--- src/rtl/mul_div_unit.sv ---
// Iterative radix-2 multiply/divide unit with architectural HI/LO for the MIPS EX stage.
// Optional abort input flush_i is compiled in when MULDIV_FLUSH_EN is defined.
module mul_div_unit #(
  parameter int DATA_WIDTH = 32
) (
  input  logic                  clk,
  input  logic                  reset,
  input  logic                  start_i,
  input  logic [1:0]            op_i,
  input  logic [DATA_WIDTH-1:0] a_i,
  input  logic [DATA_WIDTH-1:0] b_i,
  input  logic                  hi_we_i,
  input  logic                  lo_we_i,
  input  logic [DATA_WIDTH-1:0] wdata_i,
`ifdef MULDIV_FLUSH_EN
  input  logic                  flush_i,
`endif
  output logic                  busy_o,
  output logic                  done_o,
  output logic                  div_zero_o,
  output logic [DATA_WIDTH-1:0] hi_o,
  output logic [DATA_WIDTH-1:0] lo_o
);
  // state | meaning
  // IDLE  | waiting for start, HI/LO writable
  // RUN   | one shift-add / shift-subtract iteration per cycle
  // FIX   | sign correction, HI/LO written
  // DONE  | result valid for one cycle, new start accepted
  typedef enum logic [1:0] {IDLE, RUN, FIX, DONE} state_t;

  localparam int W  = DATA_WIDTH;
  localparam int CW = $clog2(DATA_WIDTH);
  localparam logic [CW-1:0] CNT_LAST = CW'(DATA_WIDTH - 1);

  state_t          state_q, state_d;
  logic [1:0]      op_q, op_d;
  logic            sa_q, sa_d, sb_q, sb_d;
  logic [CW-1:0]   cnt_q, cnt_d;
  logic [2*W-1:0]  acc_q, acc_d;
  logic [W-1:0]    opnd_q, opnd_d;
  logic [W-1:0]    hi_q, hi_d, lo_q, lo_d;
  logic            div_zero_q, div_zero_d;

  logic            flush;
  logic            accept;
  logic            sgn_a, sgn_b;
  logic [W-1:0]    mag_a, mag_b;
  logic [W:0]      sum, rem_sh, diff;
  logic [2*W-1:0]  prod;
  logic [W-1:0]    quo, rem;

`ifdef MULDIV_FLUSH_EN
  assign flush = flush_i;
`else
  assign flush = 1'b0;
`endif

  always_comb begin
    state_d    = state_q;
    op_d       = op_q;
    sa_d       = sa_q;
    sb_d       = sb_q;
    cnt_d      = cnt_q;
    acc_d      = acc_q;
    opnd_d     = opnd_q;
    hi_d       = hi_q;
    lo_d       = lo_q;
    div_zero_d = 1'b0;

    accept = start_i && (state_q == IDLE || state_q == DONE) && !flush;
    sgn_a  = ~op_i[0] & a_i[W-1];
    sgn_b  = ~op_i[0] & b_i[W-1];
    mag_a  = sgn_a ? (~a_i + 1'b1) : a_i;
    mag_b  = sgn_b ? (~b_i + 1'b1) : b_i;

    // Multiply: accumulator is {partial product, remaining multiplier bits}.
    sum    = {1'b0, acc_q[2*W-1:W]} + (acc_q[0] ? {1'b0, opnd_q} : {(W+1){1'b0}});
    // Divide: accumulator is {partial remainder, dividend bits / quotient bits}.
    rem_sh = {acc_q[2*W-1:W], acc_q[W-1]};
    diff   = rem_sh - {1'b0, opnd_q};

    prod = (sa_q ^ sb_q) ? (~acc_q + 1'b1) : acc_q;
    quo  = (sa_q ^ sb_q) ? (~acc_q[W-1:0] + 1'b1) : acc_q[W-1:0];
    rem  = sa_q ? (~acc_q[2*W-1:W] + 1'b1) : acc_q[2*W-1:W];

    case (state_q)
      IDLE, DONE: begin
        if (hi_we_i) hi_d = wdata_i;
        if (lo_we_i) lo_d = wdata_i;
        if (accept) begin
          state_d = RUN;
          op_d    = op_i;
          sa_d    = sgn_a;
          sb_d    = sgn_b;
          cnt_d   = '0;
          opnd_d  = op_i[1] ? mag_b : mag_a;
          acc_d   = {{W{1'b0}}, (op_i[1] ? mag_a : mag_b)};
        end else begin
          state_d = IDLE;
        end
      end
      RUN: begin
        if (flush) begin
          state_d = IDLE;
        end else begin
          if (!op_q[1])
            acc_d = {sum, acc_q[W-1:1]};
          else if (!diff[W])
            acc_d = {diff[W-1:0], acc_q[W-2:0], 1'b1};
          else
            acc_d = {rem_sh[W-1:0], acc_q[W-2:0], 1'b0};
          cnt_d = cnt_q + 1'b1;
          if (cnt_q == CNT_LAST) state_d = FIX;
        end
      end
      FIX: begin
        if (flush) begin
          state_d = IDLE;
        end else begin
          state_d = DONE;
          if (!op_q[1]) begin
            {hi_d, lo_d} = prod;
          end else begin
            // Zero divisor leaves remainder = |a|, so the sign fix restores raw a in HI.
            div_zero_d = (opnd_q == '0);
            hi_d       = rem;
            lo_d       = (opnd_q == '0) ? {W{1'b1}} : quo;
          end
        end
      end
      default: state_d = IDLE;
    endcase
  end

  always_ff @(posedge clk or posedge reset) begin
    if (reset) begin
      state_q    <= IDLE;
      op_q       <= '0;
      sa_q       <= 1'b0;
      sb_q       <= 1'b0;
      cnt_q      <= '0;
      acc_q      <= '0;
      opnd_q     <= '0;
      hi_q       <= '0;
      lo_q       <= '0;
      div_zero_q <= 1'b0;
    end else begin
      state_q    <= state_d;
      op_q       <= op_d;
      sa_q       <= sa_d;
      sb_q       <= sb_d;
      cnt_q      <= cnt_d;
      acc_q      <= acc_d;
      opnd_q     <= opnd_d;
      hi_q       <= hi_d;
      lo_q       <= lo_d;
      div_zero_q <= div_zero_d;
    end
  end

  assign busy_o     = (state_q == RUN) || (state_q == FIX);
  assign done_o     = (state_q == DONE);
  assign div_zero_o = div_zero_q;
  assign hi_o       = hi_q;
  assign lo_o       = lo_q;

endmodule
--- config.mk ---
export PLATFORM = sky130hd
export DESIGN_NAME = mul_div_unit
export DESIGN_NICKNAME = d
export VERILOG_FILES = /design/src/rtl/mul_div_unit.sv
export SDC_FILE = /design/constraint.sdc
export NUM_CORES = 1
export LEC_CHECK = 0
export CAP_MARGIN = 25
export CORE_MARGIN = 2
export CORE_UTILIZATION = 40
export DETAILED_ROUTE_END_ITERATION = 10
export DONT_BUFFER_PORTS = 1
export GPL_TIMING_DRIVEN = 0
export HOLD_SLACK_MARGIN = 0.08
export RECOVER_POWER = 50
export SYNTH_ARGS = -nofsm -noshare
export SYNTH_HDL_FRONTEND = slang
export SYNTH_SLANG_ARGS = --single-unit
--- constraint.sdc ---
create_clock -name clk -period 6.2 [get_ports clk]
set_input_delay 1.24 -clock clk [delete_from_list [all_inputs] [get_ports clk]]
set_output_delay 1.24 -clock clk [all_outputs]
set_load 0.01 [all_outputs]
==> run summary <==
CP max stage delay -> 580 ps
Finished Cell Area -> 0.0165 sq mm
Row count -> 71
FILL cells -> 3915
Final Setup Violations -> 0
Detail Placement HPWL -> 47400 microns
Final Hold Viols -> 0
Total grt overflow -> 0
First-pass GRT wire length -> 89400 microns
Num CTS Buffers -> 17
Final worst slack -> 1690 ps
Post-CTS Hold Fix Bufs -> 0
Worst hold start -> cnt_q[4]
WP data arrival -> 4900 ps
Fmax -> 0.222 GHz
Syn Nets -> 2145
Hold depth -> 2
Die area -> 0.0395 sq mm
R2R Path End -> acc_q[35]
Dominant cells by area after synthesis -> dfrtp_1 (28%), a21oi_1 (7.0%), o21ai_0 (6.2%), ha_1 (6.0%), nor2_1 (5.5%)
Routed vias -> 15400
WL per Instance -> 23.4 microns
Cell Area, Synth -> 0.0152 sq mm
CP top delay family -> compound AO/OA/AOI/OAI gates
DRT iter0 DRCs -> 1503
Crit-path cells -> inv_1 -> fa_1 -> nand2b_1 -> a21oi_1 -> o2111ai_1 -> a21oi_2 -> a21oi_1 -> o21ai_1 -> nand2_1 -> clkbuf_1 -> o211ai_1 -> a22o_1
Worst path slowest cell -> o21ai_1
Max transition margin -> -111%
FFs w/ async S/R, synth -> 100%
Crit path launch type -> flop
Reg2Reg Launch Point -> acc_q[32]
Flops & latches, synth -> 171
Syn Area/Cell -> 7.72 sq um
Clock transition at the registers of the reported paths -> 80 ps
Slew Viols, Final -> 70
Cell taking the most area after synthesis -> dfrtp_1
TritonCTS clock tree -> built
Worst Path Max Fanout -> 10
PortBufs -> 0
Die height -> 199 microns
Worst slew pin tran -> 3150 ps
Synth cell types -> 85
Cell Count, Final, Fillers Out -> 2514
Worst hold slack -> 486 ps
LEAKAGE -> 6.94 nW
Root buf cell -> clkbuf_16
Routed Antenna Nets -> 0
Status -> finished, violations left
Vias in the first global route -> 14600
DRC viols -> 0
Overall power -> 10.6 mW
Kind of end point of the critical path -> flop
Core Area -> 0.0375 sq mm
Initial antenna violation count -> 0
Ys flop type -> dfrtp_1
Synth top cells by count -> nor2_1 (222), a21oi_1 (211), nand2_1 (193)
Starting Density -> 40.5%
Tmin final -> 4510 ps
Vias/cell -> 6.12
Clk buf depth -> 2
Gpl congestion -> 0.998
Cell mode on critical path -> a21oi_1
GRT Util Overall -> 29.9%
Share of layout cells above drive strength 1 -> 4.70%
Post-place instance area -> 0.0159 sq mm
Yosys top cell area share -> 28.2%
Reg-to-reg slack, setup -> 1690 ps
VDD IR-drop max -> 0.000201 V
Area Growth Syn to Fin -> 8.43%
RSZ-0062 raised after global routing -> no
Placed Cells -> 2481
Latest clock arrival within the worst-skew pair -> 470 ps
Pin count of the biggest net entering global routing -> 103
Fin crit share -> 72.7%
Hold WC Path Type -> flop to flop
Hold endpoint -> cnt_q[4]
Seq/Total Area, Yosys -> 28.2%
Crit path required time -> 6590 ps
Total of warnings raised by yosys -> 0
Utilization after layout -> 43.9%
# Post-CTS Setup Buffers -> 0
Register-to-Register Path Depth -> 12
IO Pins -> 170
Final WL -> 58900 microns
Die Wd -> 199 microns
Dpl ws -> 1920 ps
PostCTS Resize Cnt -> 0
# H-tree levels -> 4
Setup TNS -> 0 ps
Setup CP Type -> flop to flop
Nets@finish -> 2167
Failing checks -> max-capacitance violations, max-slew violations
Pwr Density -> 643 mW/mm^2
Post-Syn Instances -> 1967
1st-pass router iterations -> 6
Most common cell in the netlist -> nor2_1
Worst Skew -> 24.2 ps
Clock sink count -> 171
Max Cap Violations -> 1
EDFF count, synth -> 0
CP bufs+invs -> 2
-- worst max path at each step --
stage | start | endpoint | cells past startpoint
2_1_floorplan | reset | acc_q[0] | 1
3_3_place_gp | reset | acc_q[47] | 1
3_5_place_dp | acc_q[32] | acc_q[35] | 12
4_1_cts | acc_q[32] | acc_q[35] | 12
5_1_grt | acc_q[32] | acc_q[32] | 12
6_report | acc_q[32] | acc_q[35] | 12
-- logic make-up (layout without fill, tap and decap cells) --
| family | Yosys count | after routing | synth area share [%] |
|---|---|---|---|
| DFF | 171 | 171 | 28.2 |
| buffers and inverters | 184 | 219 | 4.77 |
| xor gates and xnor gates | 168 | 168 | 9.70 |
| and+or+nand+nor | 631 | 631 | 19.3 |
| AOI/OAI and AO/OA | 673 | 673 | 27.3 |
| other | 0 | 1 | 0 |
| muxes | 65 | 65 | 4.47 |
| adders and majority gates | 75 | 75 | 6.28 |
-- layout by cell type (no fill, tap or decap), drive strengths merged, types with 43 or more instances in the layout --
master    n
a211oi   48
nor2    224
o21ai   198
a21oi   212
nand2   193
inv      80
xor2     90
ha       73
mux2i    43
nor3     47
dfrtp   171
xnor2    78
clkbuf  105
-- power by group --
group	total (mW)	internal, mW	switching [mW]
clock	1.13	0.545	0.581
combinational	6.91	2.44	4.47
sequential	2.55	1.65	0.896
-- metal layers --
layer  share of wire (%)  up-vias  global-route usage (%)
li1                    -     7162                       -
met3                 8.7      111                    6.65
met1                  44     7396                    40.7
met4                 3.0        0                    9.51
met2                  44      709                    46.8
met5                   0        -                       0
-- final cells by class --
cell class	instances	area (sq um)	area share, %
antenna	1	2.50	0.0152
buffer	110	445	2.71
clock buffer	18	429	2.61
clock inverter	14	168	1.02
inverter	74	279	1.70
multi-input combinational	1612	10200	61.8
sequential	171	4280	26.0
tap	511	639	3.89
timing repair buffer	3	40.0	0.243
-- sequential cells by signal (all words and copies together), names as in the netlist, 2 cells and up --
register / flops
acc_q: 64
lo_o: 32
state_q: 2
opnd_q: 32
cnt_q: 5
hi_o: 32
-- tightest hold or removal path, stage by stage (launching register included) --
cell	delay, ps
dfrtp_1	350
nand2_1	50
nand2_1	50
Power figures use the tool's default switching activity.
